**config.mk**
```make
export PLATFORM = sky130hd
export DESIGN_NAME = mux_pipe
export DESIGN_NICKNAME = d
export VERILOG_FILES = /design/src/rtl/mux_pkg.sv /design/src/rtl/mux_skid_buf.sv /design/src/rtl/mux_pipe.sv
export SDC_FILE = /design/constraint.sdc
export NUM_CORES = 1
export LEC_CHECK = 0
export ABC_AREA = 1
export BUFFER_PORTS_ARGS = -buffer_cell sky130_fd_sc_hd__buf_2
export CORE_ASPECT_RATIO = 1.5
export CORE_MARGIN = 2
export CORE_UTILIZATION = 38
export CTS_CLUSTER_SIZE = 14
export DETAILED_ROUTE_END_ITERATION = 7
export PLACE_DENSITY = 0.78
export RECOVER_POWER = 100
export SYNTH_ARGS = -nofsm -noshare
export SYNTH_HDL_FRONTEND = slang
export SYNTH_SLANG_ARGS = --single-unit
```
**constraint.sdc**
```tcl
create_clock -name clk -period 2.15 [get_ports clk]
set_clock_uncertainty 0.15 [all_clocks]
set_input_delay 0.3225 -clock clk [delete_from_list [all_inputs] [get_ports clk]]
set_output_delay 0.3225 -clock clk [all_outputs]
set_load 0.05 [all_outputs]
```
**src/rtl/mux_pkg.sv**
```systemverilog
// Shared types and constants for the registered channel-select mux.
// Optional feature macro: MUX_ERR_CNT_EN (enables the out-of-range accept counter).
package mux_pkg;

   // Occupancy of the output stage: nothing held, output register only, output + skid.
   typedef enum logic [1:0] {
      EMPTY = 2'd0,
      BUSY  = 2'd1,
      FULL  = 2'd2
   } mux_state_t;

   localparam int                   ERR_CNT_W   = 16;
   localparam logic [ERR_CNT_W-1:0] ERR_CNT_MAX = 16'hFFFF;

   // Saturating increment used by the error counter.
   function automatic logic [ERR_CNT_W-1:0] sat_inc(input logic [ERR_CNT_W-1:0] v);
      return (v == ERR_CNT_MAX) ? v : v + 1'b1;
   endfunction

endpackage

```
**src/rtl/mux_skid_buf.sv**
```systemverilog
// Two-entry valid/ready output stage: output register plus one skid register.
// in_ready and all output signals are driven directly from flops.
module mux_skid_buf
   import mux_pkg::*;
#(
   parameter int W = 3
) (
   input  logic         clk,
   input  logic         reset,
   input  logic         in_valid,
   output logic         in_ready,
   input  logic [W-1:0] in_data,
   output logic         out_valid,
   input  logic         out_ready,
   output logic [W-1:0] out_data
);

   mux_state_t   state_q;
   logic         in_ready_q;
   logic         out_valid_q;
   logic [W-1:0] out_q;
   logic [W-1:0] skid_q;

   // Occupancy FSM; every output is a register updated alongside the state.
   always_ff @(posedge clk) begin
      if (reset) begin
         state_q     <= EMPTY;
         in_ready_q  <= 1'b1;
         out_valid_q <= 1'b0;
         out_q       <= '0;
         skid_q      <= '0;
      end else begin
         unique case (state_q)
            EMPTY: begin
               if (in_valid) begin
                  out_q       <= in_data;
                  out_valid_q <= 1'b1;
                  state_q     <= BUSY;
               end
            end
            BUSY: begin
               if (in_valid && out_ready) begin
                  // Pass-through at full rate: new beat replaces the one leaving.
                  out_q <= in_data;
               end else if (in_valid) begin
                  // Consumer stalled: park the new beat behind the held one.
                  skid_q     <= in_data;
                  in_ready_q <= 1'b0;
                  state_q    <= FULL;
               end else if (out_ready) begin
                  out_valid_q <= 1'b0;
                  state_q     <= EMPTY;
               end
            end
            FULL: begin
               // in_valid is ignored here; in_ready is already low.
               if (out_ready) begin
                  out_q      <= skid_q;
                  in_ready_q <= 1'b1;
                  state_q    <= BUSY;
               end
            end
            default: begin
               state_q     <= EMPTY;
               in_ready_q  <= 1'b1;
               out_valid_q <= 1'b0;
            end
         endcase
      end
   end

   assign in_ready  = in_ready_q;
   assign out_valid = out_valid_q;
   assign out_data  = out_q;

endmodule

```
**src/rtl/mux_pipe.sv**
```systemverilog
// Registered NUM_INP:1 channel-select mux with valid/ready output and skid buffer.
// Out-of-range selects deliver a zero beat flagged with out_err.
// Optional feature macro: MUX_ERR_CNT_EN -- when defined, err_cnt counts
// out-of-range accepts (saturating); otherwise err_cnt is tied to zero.
module mux_pipe
   import mux_pkg::*;
#(
   parameter int NUM_INP = 32,
   parameter int DATA_W  = 2,
   localparam int SEL_W  = $clog2(NUM_INP)
) (
   input  logic                      clk,
   input  logic                      reset,
   input  logic                      in_valid,
   output logic                      in_ready,
   input  logic [SEL_W-1:0]          sel,
   input  logic [NUM_INP*DATA_W-1:0] inp_flat,
   output logic                      out_valid,
   input  logic                      out_ready,
   output logic [DATA_W-1:0]         out_data,
   output logic                      out_err,
   output logic [ERR_CNT_W-1:0]      err_cnt
);

   localparam int              PAY_W     = DATA_W + 1;
   // One extra bit so NUM_INP itself is representable (e.g. 256 with SEL_W=8).
   localparam logic [SEL_W:0] NUM_INP_W = (SEL_W+1)'(NUM_INP);

   logic [DATA_W-1:0] sel_data;
   logic              sel_oob;
   logic              accept;
   logic [PAY_W-1:0]  pay_in;
   logic [PAY_W-1:0]  pay_out;

   // Channel select; an index matching no channel leaves the data at zero.
   always_comb begin
      sel_data = '0;
      for (int k = 0; k < NUM_INP; k++) begin
         if (sel == SEL_W'(k)) sel_data = inp_flat[k*DATA_W +: DATA_W];
      end
   end

   // Constant-false when NUM_INP is a power of two.
   assign sel_oob = ({1'b0, sel} >= NUM_INP_W);
   assign accept  = in_valid && in_ready;
   assign pay_in  = {sel_oob, sel_data};

   mux_skid_buf #(
      .W (PAY_W)
   ) u_skid (
      .clk       (clk),
      .reset     (reset),
      .in_valid  (in_valid),
      .in_ready  (in_ready),
      .in_data   (pay_in),
      .out_valid (out_valid),
      .out_ready (out_ready),
      .out_data  (pay_out)
   );

   assign out_err  = pay_out[PAY_W-1];
   assign out_data = pay_out[DATA_W-1:0];

`ifdef MUX_ERR_CNT_EN
   logic [ERR_CNT_W-1:0] err_cnt_q;

   // Count bad selects when they are accepted, not when they drain.
   always_ff @(posedge clk) begin
      if (reset) begin
         err_cnt_q <= '0;
      end else if (accept && sel_oob) begin
         err_cnt_q <= sat_inc(err_cnt_q);
      end
   end

   assign err_cnt = err_cnt_q;
`else
   logic unused_accept;
   assign unused_accept = accept;
   assign err_cnt       = '0;
`endif

endmodule

```
# Word level (Yosys, flattened, before mapping)

Index checks and enable logic that the tools add are counted.

Bitwise operators: 3
Reductions and logical operators: 9
Multiplexer cells: 51
Equality and inequality tests: 41

Operators with widths:

| kind                                                  | count |
|---|---|
| == test 5 bit, second input constant                  | 16 |
| two-way mux 2 bit                                     | 37 |
| == test 5 x 4 -> 1 bit, second input constant         | 8 |
| == test 5 x 3 -> 1 bit, second input constant         | 4 |
| inequality test 2 bit, second input constant          | 6 |
| AND reduction 4 bit                                   | 3 |
| == test 5 x 2 -> 1 bit, second input constant         | 2 |
| two-way mux 3 bit                                     | 3 |
| one-hot mux 3 bit (3 select lines)                    | 1 |
| two-way mux 1 bit                                     | 7 |
| one-hot mux 1 bit (3 select lines)                    | 2 |
| one-hot mux 2 bit (3 select lines)                    | 1 |
| == test 5 x 1 -> 1 bit, second input constant         | 1 |
| zero test 5 bit                                       | 1 |
| AND reduction 5 bit                                   | 1 |
| inequality test 3 bit, second input constant          | 1 |
| NOT 1 bit                                             | 3 |
| AND reduction 3 bit                                   | 1 |
| nonzero test 3 bit                                    | 1 |
| == test 2 x 1 -> 1 bit, second input constant         | 1 |
| == test 2 bit, second input constant                  | 1 |
| zero test 2 bit                                       | 1 |
| inequality test 2 x 1 -> 1 bit, second input constant | 1 |
| logical AND 1 bit                                     | 1 |

Logic and storage cells: 109
Input port bits: 73
Register bits: 9
Output and inout bits: 21

# Depth between registers and ports, before layout

Gate-level depths: netlist (run 1).

Word-level depth: 35
Gate-level depth with buffers: 23
Gate-level depth less buffers: 23

# By module

A second synthesis (run 1) with hierarchy kept.

Cells, all modules: 277
Area, all modules: 1535.2 µm²

By module, submodules not included:

| module       | times used | sequential area each (µm²) | cells each | area each (µm²) |
|---|---|---|---|---|
| mux_pipe     | 1          | 0.0                        | 200        | 1019.7 |
| mux_skid_buf | 1          | 200.2                      | 77         | 515.5 |

# Worst setup path after synthesis (run 1)

OpenSTA, ideal clock, no wires.

Kind: input to register
Start: input port sel[4]
End: register u_skid.skid_q[1]
Cell stages on the path: 17
Required time: 1.887 ns
Path buffers: 2
Slack: 0.029 ns
Library setup time: 0.113 ns
Arrival time: 1.859 ns
Cells stage by stage: buf_6 -> inv_1 -> buf_2 -> nand2_1 -> or2_2 -> nand2_1 -> nand4_1 -> nand2_1 -> nand4_1 -> nand2_1 -> nand4_1 -> nand2_1 -> nand4_1 -> nand2_1 -> nand3_1 -> o211ai_2 -> inv_2

Word-level cells in the longest chain between the ends: 33
Elaborated cells between the ends (all ways): 64
Those cells by class: eq/ne: 31; mux: 32; reduce/logical: 1

RTL lines:

| element                          | RTL line           | text |
|---|---|---|
| from (decl)                      | mux_pipe.sv:16     | `input logic [SEL_W-1:0] sel,` |
| zero test 5 bit                  | mux_pipe.sv:39     | `if (sel == SEL_W'(k)) sel_data = inp_flat[k*DATA_W +: DATA_W];` |
| two-way mux 2 bit (31 in series) | mux_pipe.sv:39     |  |
| two-way mux 2 bit *              | mux_pipe.sv:39     |  |
| to (signal assigned)             | mux_skid_buf.sv:47 | `skid_q <= in_data;` |
| to (decl)                        | mux_skid_buf.sv:22 | `logic [W-1:0] skid_q;` |

Mark *: on every way between the ends. The rest lies on a longest branch, timed or not.
A chain may end at the register's enable or synchronous reset.

# Final worst setup path (run 1)

Start: input port sel[0]
End: register u_skid.out_q[1], in the netlist u_skid.out_data[1]

Word-level cells in the longest chain between the ends: 35
Elaborated cells between the ends (all ways): 67
Those cells by class: eq/ne: 31; mux: 35; reduce/logical: 1

RTL lines:

| element                              | RTL line                               | text |
|---|---|---|
| zero test 5 bit                      | mux_pipe.sv:39                         |  |
| two-way mux 2 bit (31 in series)     | mux_pipe.sv:39                         |  |
| two-way mux 2 bit *                  | mux_pipe.sv:39                         |  |
| two-way mux 3 bit (on tied branches) | mux_skid_buf.sv:42, mux_skid_buf.sv:35 |  |
| one-hot mux 3 bit (3 select lines) * | mux_skid_buf.sv:33                     | `unique case (state_q)` |
| to (signal assigned)                 | mux_skid_buf.sv:36                     | `out_q <= in_data;` |
| to (signal assigned)                 | mux_skid_buf.sv:44                     | `out_q <= in_data;` |
| to (signal assigned)                 | mux_skid_buf.sv:58                     | `out_q <= skid_q;` |
| to (decl)                            | mux_skid_buf.sv:21                     | `logic [W-1:0] out_q;` |

Mark *: on every way between the ends. The rest lies on a longest branch, timed or not. The select of a mux whose other input is x is not followed.

==> results of run 1 <==
[metal layers]
layer,global-route usage,vias to the layer above,wire length (µm)
met5,0,-,0
met4,0.0718,0,85
met1,0.242,842,1630
met2,0.446,88,2510
met3,0.0118,9,283
li1,-,985,-
[metrics by stage]
stage	cell area, µm²	TNS, ps
finish	2040	-331
global route	2040	-978
CTS	2000	-302
detailed placement	1890	-1360
global placement	1890	-1290
floorplan	1390	0
[worst max-delay path: cells and delay by family]
family	cells	cell delay, ps
buf+inv	2	220
compound gates	1	50
simple gates	20	1690
[logic make-up (layout without fill, tap and decap cells)]
| family | count (synthesis) | count (layout) |
|---|---|---|
| AND/OR/NAND/NOR | 170 | 170 |
| buffers and inverters | 47 | 135 |
| AO/OA/AOI/OAI | 19 | 19 |
| flip-flops | 8 | 8 |
| other | 1 | 17 |
[registers in the layout, indices dropped and copies added, names as in the netlist]
register and count:
u_skid.out_data 2, u_skid.skid_q 2, u_skid.out_valid 1, u_skid.state_q 2, u_skid.in_ready 1
[where the power goes]
group | switching (mW) | internal, mW | total, mW
Clock | 0.0601 | 0.121 | 0.181
Combinational | 0.241 | 0.134 | 0.375
Sequential | 0.00754 | 0.161 | 0.169
[cell type report]
type	count	area (µm²)	area share
sequential	8	160	0.0787
timing repair buffer	106	644	0.317
tap	42	52.6	0.0258
inverter	26	105	0.0516
clock buffer	3	41.3	0.0203
multi-input combinational	206	1030	0.507
[Yosys cell counts, drive strengths merged]
| master | number |
|---|---|
| nand2 | 76 |
| nor2 | 38 |
| inv | 26 |
| buf | 20 |
| nand4 | 18 |
| nand3 | 17 |
| nor3 | 13 |
| a21oi | 11 |
| dfxtp | 8 |
| or2 | 5 |
| o21ai | 2 |
| o31ai | 2 |
| a211oi | 1 |
| a31oi | 1 |
| and2 | 1 |
| clkbuf | 1 |
| conb | 1 |
| nor3b | 1 |
| nor4 | 1 |
| o211ai | 1 |
| o21bai | 1 |
[final timing paths]
kind | startpoint | to | slack (ps)
worst max-delay path | sel[0] | u_skid.out_data[1] | -180
worst min-delay path | out_ready | u_skid.state_q[1] | 170
worst max register to register | u_skid.state_q[0] | u_skid.out_data[1] | 640
worst min register to register | u_skid.out_valid | u_skid.out_valid | 310
[repair_timing]
item / 4_1_cts / 5_1_grt
setup endpoints to repair: 3 / 4
setup buffers: 1 / 0
pin swaps: 11 / 11
resized for setup: 20 / 10
==> run_results.csv, run 1 <==
group,metric,value,unit
status,status,"finished, violations left",
status,violations,"setup timing",
synth,syn_inst,245,
worst_setup_path,path_max_fanout,6,
power,power,725,µW
floorplan,fp.dieW,52.3,µm
synth,ys_seq_area_frac,0.121,
layout,antennaDiodeCount,0,
worst_setup_path,critical_path_class,"input port to flip-flop",
power,p_leak,1.05,nW
floorplan,die_area,0.00399,mm²
floorplan,start_util,0.392,
clock_network,root_buffer,"clkbuf_8",
synth,yosys.area.top_type_share,0.209,
global_routing,grt_use_total,0.227,
sta,setup_violations,2,
synth,mappedNetlistArea,0.00133,mm²
worst_setup_path,path_cells,"buf_12 > buf_6 > nand2_4 > nor3_4 > and2_4 > nor2_4 > nand4_1 > nand2_1 > nand3_1 > nand2_1 > nand4_1 > nand2_1 > nand4_1 > nand2_1 > nand4_1 > nand2_1 > nand4_1 > nand2_1 > nand4_1 > nand2_2 > nand3_2 > nand2_2 > a21oi_2",
worst_setup_path,cp.required,2120,ps
power,vdd_ir_drop_max,312,µV
drt,drt_iter0_markers,53,
floorplan,rows,26,
synth,ys_seq_elements,8,
sta,rsz0062_at_grt,"true",
layout,areaGrowthSynthToFinish,53.3,%
layout,final_cell_mix,"nand2_1, buf_2, buf_4, nor2_1, inv_1",
clock_network,numCtsBuffers,3,
synth,synth_fa_ha_area_frac,0,
clock_network,holdBufCountCts,0,
clock_network,h-tree-depth,1,
place,gp_congestion,1.01,
drt,wl,4.52,mm
place,placed_cells,387,
global_routing,grt_pass1_wl,7.17,mm
layout,nNetsFinal,424,
layout,final_cells,391,
synth,syn_area_per_cell,5.42,µm²
floorplan,core-area,0.00338,mm²
worst_setup_path,critical-path-slowest-cell,"and2_4",
clock_network,clk_path_buf_depth,2,
sta,worst_pin_slew,600,ps
drt,drcViolationCount,0,
floorplan,pin_count,94,
synth,yosys.area.top_type,"nand2_1",
min_path,hold_path_class,"input port to flip-flop",
synth,synth_top_family_by_area,"simple AND/OR/NAND/NOR gates",
worst_setup_path,worst_setup_path_end_kind,"flip-flop",
drt,wl_per_cell,11.5,µm
sta,slew_violations,0,
worst_setup_path,critical_path.max_stage_delay,140,ps
synth,yosys-top-cells-area,"nand2_1, dfxtp_1, buf_4",
job,drv_cap,0,
layout,drive_above_1_share,0.401,
synth,synth_cell_types,30,
synth,synth_compound_area_frac,0.0886,
place,post-place-ws,-475,ps
synth,synth_xor_area_frac,0,
sta,hold_ws,170,ps
global_routing,grt_pass1_vias,1799,
layout,post-route-util,0.602,
drt,vias,1924,
global_routing,grt_antenna_before_repair,0,
worst_setup_path,r2r_cells,8,
clock_network,clk_latency,230,ps
clock_network,cts_tree,"built",
synth,synth.area.mux_share,0,
clock_network,path_clk_slew,40,ps
min_path,hold_depth,2,
sta,max_freq,0.430,GHz
sta,slew_headroom,0.602,
power,power_density,356,mW/mm²
place,io_buffers,76,
layout,fill_cells,334,
global_routing,grt-ovfl-total,0,
synth,ys_warn_count,0,
clock_network,clock-sinks,8,
sta,period_share,1.08,
sta,min_period,2330,ps
global_routing,grt_max_degree,16,
drt,ant_nets,0,
drt,dr.pass1.iters,4,
worst_setup_path,arrival,2300,ps
synth,synthSimpleGateAreaFrac,0.600,
place,dpl.hpwl,3.73,mm
drt,vias_per_cell,4.92,
worst_setup_path,cp-start-kind,"input port",
sta,setup_slack,-178,ps
layout,final_common_cell,"nand2_1",
floorplan,die_y,76.4,µm
sta,hold_viol,0,
Note: power is estimated with default switching activity, not from simulation.
==> run 2: changes to the inputs <==
--- a/config.mk
+++ b/config.mk
@@ -9,10 +9,10 @@
 export BUFFER_PORTS_ARGS = -buffer_cell sky130_fd_sc_hd__buf_2
 export CORE_ASPECT_RATIO = 1.5
 export CORE_MARGIN = 2
-export CORE_UTILIZATION = 38
+export CORE_UTILIZATION = 40
 export CTS_CLUSTER_SIZE = 14
 export DETAILED_ROUTE_END_ITERATION = 7
-export PLACE_DENSITY = 0.78
+export PLACE_DENSITY = 0.79
 export RECOVER_POWER = 100
 export SYNTH_ARGS = -nofsm -noshare
 export SYNTH_HDL_FRONTEND = slang
==> constraint.sdc (replaced) <==
create_clock -name clk -period 2.6 [get_ports clk]
set_clock_uncertainty 0.15 [all_clocks]
set_input_delay 0.39 -clock clk [delete_from_list [all_inputs] [get_ports clk]]
set_output_delay 0.39 -clock clk [all_outputs]
set_load 0.05 [all_outputs]
==> run_results.csv, run 2 (synthesized netlist as in run 1, its figures left out) <==
group,metric,value,unit
sta,slew_headroom,0.602,
min_path,hold_depth,2,
power,power,575,µW
worst_setup_path,cp-start-kind,"input port",
power,vdd_ir_drop_max,205,µV
global_routing,grt_pass1_wl,7.11,mm
sta,min_period,2440,ps
power,switching_share,0.434,
min_path,hold_end,"u_skid.state_q[1]",
layout,areaGrowthSynthToFinish,36.0,%
global_routing,grt_antenna_before_repair,0,
layout,post-route-util,0.571,
drt,drcViolationCount,0,
layout,multiInputGateArea,0.00101,mm²
job,drv_cap,0,
floorplan,core-area,0.00316,mm²
worst_setup_path,cp.required,2570,ps
layout,final_cell_mix,"nand2_1, buf_2, nor2_1, inv_1, nand4_1",
min_path,hold_path_class,"input port to flip-flop",
drt,drt_iter0_markers,58,
worst_setup_path,critPathTopFamily,"simple AND/OR/NAND/NOR gates",
floorplan,die_y,74.6,µm
worst_setup_path,r2r_slack,1040,ps
clock_network,h-tree-depth,1,
min_path,min_from,"out_ready",
drt,ant_nets,0,
power,p_switching,249,µW
layout,final_common_cell,"nand2_1",
sta,finalSetupTns,0,ps
power,pwr-share-comb,0.500,
global_routing,grt_max_degree,19,
place,dpl.hpwl,3.89,mm
worst_setup_path,cp_num_buf_inv,2,
drt,wl_per_cell,12.4,µm
status,status,"completed",
clock_network,clock-sinks,8,
worst_setup_path,startpoint,"sel[0]",
layout,fill_cells,348,
sta,hold_viol,0,
worst_setup_path,path_depth,23,
worst_setup_path,path_max_fanout,8,
worst_setup_path,critical_path_class,"input port to flip-flop",
drt,dr.pass1.iters,4,
sta,setup_slack,160,ps
power,p_clk_frac,0.256,
sta,max_freq,0.410,GHz
worst_setup_path,reg2reg_to,"u_skid.skid_q[0]",
place,post-place-ws,-49.9,ps
sta,slew_violations,0,
floorplan,die_area,0.00380,mm²
worst_setup_path,worst_setup_path_end_kind,"flip-flop",
global_routing,grt_pass1_vias,1813,
floorplan,fp.dieW,51.0,µm
worst_setup_path,path_cells,"clkbuf_4 > buf_6 > nand2_8 > nor3_2 > and2_4 > nor2_1 > nand4_1 > nand2_1 > nand3_1 > nand2_1 > nand4_1 > nand2_1 > nand4_1 > nand2_1 > nand4_1 > nand2_1 > nand4_1 > nand2_1 > nand4_1 > nand2_2 > nand3_2 > nand2_2 > a21oi_2",
clock_network,clk_path_buf_depth,2,
layout,design_area,0.00181,mm²
layout,drive_above_1_share,0.347,
power,p_leak,0.914,nW
clock_network,root_buffer,"clkbuf_8",
drt,wl,4.56,mm
worst_setup_path,critical_path.max_stage_delay,150,ps
sta,rsz0062_at_grt,"true",
global_routing,grt_use_total,0.243,
floorplan,rows,25,
clock_network,cts_tree,"built",
sta,period_share,0.938,
floorplan,pin_count,94,
floorplan,start_util,0.420,
sta,worst_pin_slew,599,ps
layout,nNetsFinal,401,
power,power_frac_seq,0.243,
worst_setup_path,critical-path-slowest-cell,"clkbuf_4",
layout,regArea,160,µm²
worst_setup_path,r2r-start,"u_skid.state_q[0]",
place,io_buffers,76,
worst_setup_path,arrival,2410,ps
drt,vias_per_cell,5.11,
power,p_int,326,µW
place,gp_congestion,0.956,
place,dpl_cell_area,0.00172,mm²
clock_network,numCtsBuffers,3,
global_routing,grt-ovfl-total,0,
clock_network,path_clk_slew,40,ps
drt,vias,1869,
worst_setup_path,r2r_cells,6,
clock_network,clk_latency,230,ps
layout,antennaDiodeCount,0,
power,power_density,318,mW/mm²
sta,setup_violations,0,
[run 2: how the worst max path moves through the flow]
stage | end | slack [ps]
after floorplan | u_skid.skid_q[1] | 410
after global placement | u_skid.out_data[1] | -40
after detailed placement | u_skid.out_data[1] | -50
after CTS | u_skid.out_data[1] | 180
after global routing | u_skid.out_data[1] | -20
final | u_skid.out_data[1] | 160
[run 2: power groups by stage]
stage               logic, mW  registers [mW]  clock network [mW]
floorplan               0.176           0.162                   0
global placement        0.271           0.142                   0
detailed placement      0.273           0.142                   0
CTS                     0.274           0.140               0.152
global route            0.316           0.141               0.156
finish                  0.288           0.140               0.147
[run 2: routing by layer]
| metal | GRT usage | wire, µm | vias to the layer above |
|---|---|---|---|
| li1 | - | - | 929 |
| met1 | 0.231 | 1500 | 790 |
| met2 | 0.478 | 2420 | 120 |
| met3 | 0.0201 | 389 | 30 |
| met4 | 0.174 | 250 | 0 |
| met5 | 0 | 0 | - |
[run 2: what timing repair did]
action,4_1_cts,5_1_grt
gates resized for setup,0,15
buffers inserted,0,0
setup endpoints to repair,0,3
hold buffers,0,0
[run 2: per-stage QoR]
step / hold slack, ps / cells
finish: 224 / 366
global route: 238 / 366
CTS: 219 / 366
detailed placement: 307 / 363
global placement: 297 / 363
floorplan: 302 / 261
[run 2: cell type report]
cell class                      instances  share of cell area
Multi-Input combinational cell        206               0.561
Timing Repair Buffer                   83               0.246
Sequential cell                         8              0.0887
Inverter                               26              0.0541
Tap cell                               40              0.0277
Clock buffer                            3              0.0229
==> run 3: changes to the inputs <==
--- a/config.mk
+++ b/config.mk
@@ -12,8 +12,9 @@
 export CORE_UTILIZATION = 40
 export CTS_CLUSTER_SIZE = 14
 export DETAILED_ROUTE_END_ITERATION = 7
-export PLACE_DENSITY = 0.79
+export PLACE_DENSITY = 0.75
 export RECOVER_POWER = 100
 export SYNTH_ARGS = -nofsm -noshare
 export SYNTH_HDL_FRONTEND = slang
+export SYNTH_HIERARCHICAL = 1
 export SYNTH_SLANG_ARGS = --single-unit
==> run_results.csv, run 3 <==
group,metric,value,unit
power,vdd_ir_drop_max,311,µV
layout,nNetsFinal,446,
layout,areaGrowthSynthToFinish,38.3,%
drt,ant_nets,0,
floorplan,die_y,79.9,µm
drt,wl_per_cell,11.5,µm
global_routing,grt-ovfl-total,0,
floorplan,die_area,0.00436,mm²
worst_setup_path,path_cells,"clkbuf_4 > nor2_2 > nand2_2 > nor2_1 > nand2_1 > nand2_2 > nand4_1 > nand2_1 > nand3_1 > nor2_1 > nand4_1 > nand2_1 > nand3_1 > nand2_1 > nand4_1 > nand2_1 > nand4_2 > nand2_1 > nand2_1 > nor2_1 > nor2_1",
global_routing,grt_antenna_before_repair,0,
drt,vias,2041,
layout,antennaDiodeCount,0,
global_routing,grt_max_degree,18,
global_routing,grt.busiest_layer,"met2",
synth,yosys.area.top_type,"nand2_1",
drt,drt_iter0_markers,47,
min_path,hold_path_class,"input port to flip-flop",
sta,slew_headroom,0.602,
synth,synth_most_common_cell,"nand2_1",
global_routing,grt_pass1_wl,6.88,mm
worst_setup_path,arrival,2460,ps
global_routing,grt_pass1_vias,1782,
synth,yosys-top-cells-area,"nand2_1, dfxtp_1, inv_1",
sta,slew_violations,0,
synth,synth_edf_count,0,
global_routing,use_met3,0.0337,
synth,ys_seq_area_frac,0.130,
sta,period_share,0.953,
worst_setup_path,cp.required,2580,ps
layout,drive_above_1_share,0.348,
clock_network,root_buffer,"clkbuf_8",
layout,final_cell_mix,"nand2_1, buf_2, inv_1, nor2_1, nand3_1",
drt,vias_per_cell,4.93,
worst_setup_path,path_max_fanout,6,
power,power_density,306,mW/mm²
layout,final_common_cell,"nand2_1",
floorplan,fp.dieW,54.6,µm
worst_setup_path,path_common_cell,"nand2_1",
floorplan,start_util,0.417,
synth,syn_area_per_cell,5.54,µm²
layout,fill_cells,391,
worst_setup_path,critical-path-slowest-cell,"nor2_1",
floorplan,rows,27,
drt,wl,4.74,mm
place,gp_congestion,0.850,
floorplan,pin_count,94,
sta,worst_pin_slew,599,ps
place,io_buffers,77,
power,p_leak,1.14,nW
worst_setup_path,worst_setup_path_end_kind,"flip-flop",
layout,post-route-util,0.577,
sta,max_freq,0.404,GHz
sta,hold_ws,211,ps
clock_network,h-tree-depth,1,
synth,synthArstFlopShare,0,
worst_setup_path,cp-start-kind,"input port",
drt,drcViolationCount,0,
synth,ys_seq_elements,10,
synth,mappedNetlistArea,0.00154,mm²
synth,synthTopCellsByCount,"nand2_1, inv_1, nor2_1, nand3_1, nand4_1",
synth,syn_inst,277,
clock_network,clk_path_buf_depth,2,
synth,synth_cell_types,31,
place,dpl.hpwl,3.86,mm
sta,finalSetupTns,0,ps
synth,ys_warn_count,6,
status,status,"completed",
global_routing,use_met1,0.186,
floorplan,core-area,0.00368,mm²
worst_setup_path,critical_path.max_stage_delay,240,ps
worst_setup_path,critical_path_class,"input port to flip-flop",
place,post-place-ws,-142,ps
sta,min_period,2480,ps
global_routing,met2_usage,0.424,
sta,setup_violations,0,
clock_network,path_clk_slew,50,ps
clock_network,clk_latency,230,ps
drt,dr.pass1.iters,4,
global_routing,grt_use_total,0.209,
job,drv_cap,0,
clock_network,cts_tree,"built",
synth,yosys.area.top_type_share,0.186,
sta,hold_viol,0,
synth,ys.flop_type,"dfxtp_1",
sta,setup_slack,122,ps
clock_network,clock-sinks,10,
clock_network,numCtsBuffers,3,
sta,rsz0062_at_grt,"true",
[run 3: changes by cell type after synthesis, sizes merged, moves of 2 or more]
| cell | before | now |
|---|---|---|
| a21oi | 11 | 7 |
| dfxtp | 8 | 10 |
| inv | 26 | 44 |
| nand2 | 76 | 84 |
| nand3 | 17 | 21 |
| o21ai | 2 | 11 |
| o31ai | 2 | 0 |
| or2 | 5 | 3 |
[run 3: final cells by class]
cell class / instances / area [µm²] / area share
clock buffer: 3 / 41.3 / 0.0194
inverter: 45 / 186 / 0.0878
multi-input combinational: 218 / 1080 / 0.509
sequential: 10 / 200 / 0.0943
tap: 43 / 53.8 / 0.0253
timing repair buffer: 95 / 561 / 0.264
[run 3: worst max-delay path, delay by kind of cell]
kind	cells	cell delay (ps)
AND/OR/NAND/NOR	20	1900
buffers and inverters	1	160
[run 3: cells by family (layout without fill, tap and decap cells)]
| kind of cell | Yosys count | after routing | share of synthesized area |
|---|---|---|---|
| AO/OA/AOI/OAI | 20 | 20 | 0.0782 |
| other | 1 | 18 | 0.00244 |
| buffers and inverters | 66 | 143 | 0.218 |
| AND/OR/NAND/NOR | 180 | 180 | 0.571 |
| flip-flops | 10 | 10 | 0.130 |
[run 3: path summary, 6_finish.rpt]
| path | from | end | slack (ps) | depth (start not counted) |
|---|---|---|---|---|
| setup / recovery | sel[2] | u_skid/out_data[1] | 120 | 21 |
| hold / removal | reset | u_skid/out_valid | 210 | 2 |
| setup reg to reg | u_skid/state_q[1] | u_skid/skid_q[0] | 1110 | 6 |
| hold reg to reg | u_skid/in_ready | u_skid/in_ready | 300 | 2 |
[run 3: what timing repair did]
| action | in CTS | in global routing |
|---|---|---|
| hold buffers | 0 | 0 |
| buffers inserted | 0 | 3 |
| resized for setup | 0 | 24 |
| endpoints found under the setup margin | 0 | 2 |
[run 3: metal layers]
metal	share of wire	wire length (µm)	up-vias
li1	-	-	1038
met1	0.35	1640	905
met2	0.56	2670	86
met3	0.067	316	12
met4	0.025	118	0
met5	0	0	-
[run 3: per-stage QoR]
| step | cell area (µm²) | std cells | power [mW] |
|---|---|---|---|
| CTS | 2040 | 411 | 0.637 |
| floorplan | 1600 | 294 | 0.390 |
| detailed placement | 2000 | 408 | 0.478 |
| finish | 2120 | 414 | 0.650 |
| global placement | 2000 | 408 | 0.476 |
| global route | 2120 | 414 | 0.687 |
[run 3: power by group]
group	switching, mW	internal [mW]
registers	0.00767	0.165
logic	0.207	0.112
clock network	0.0568	0.101
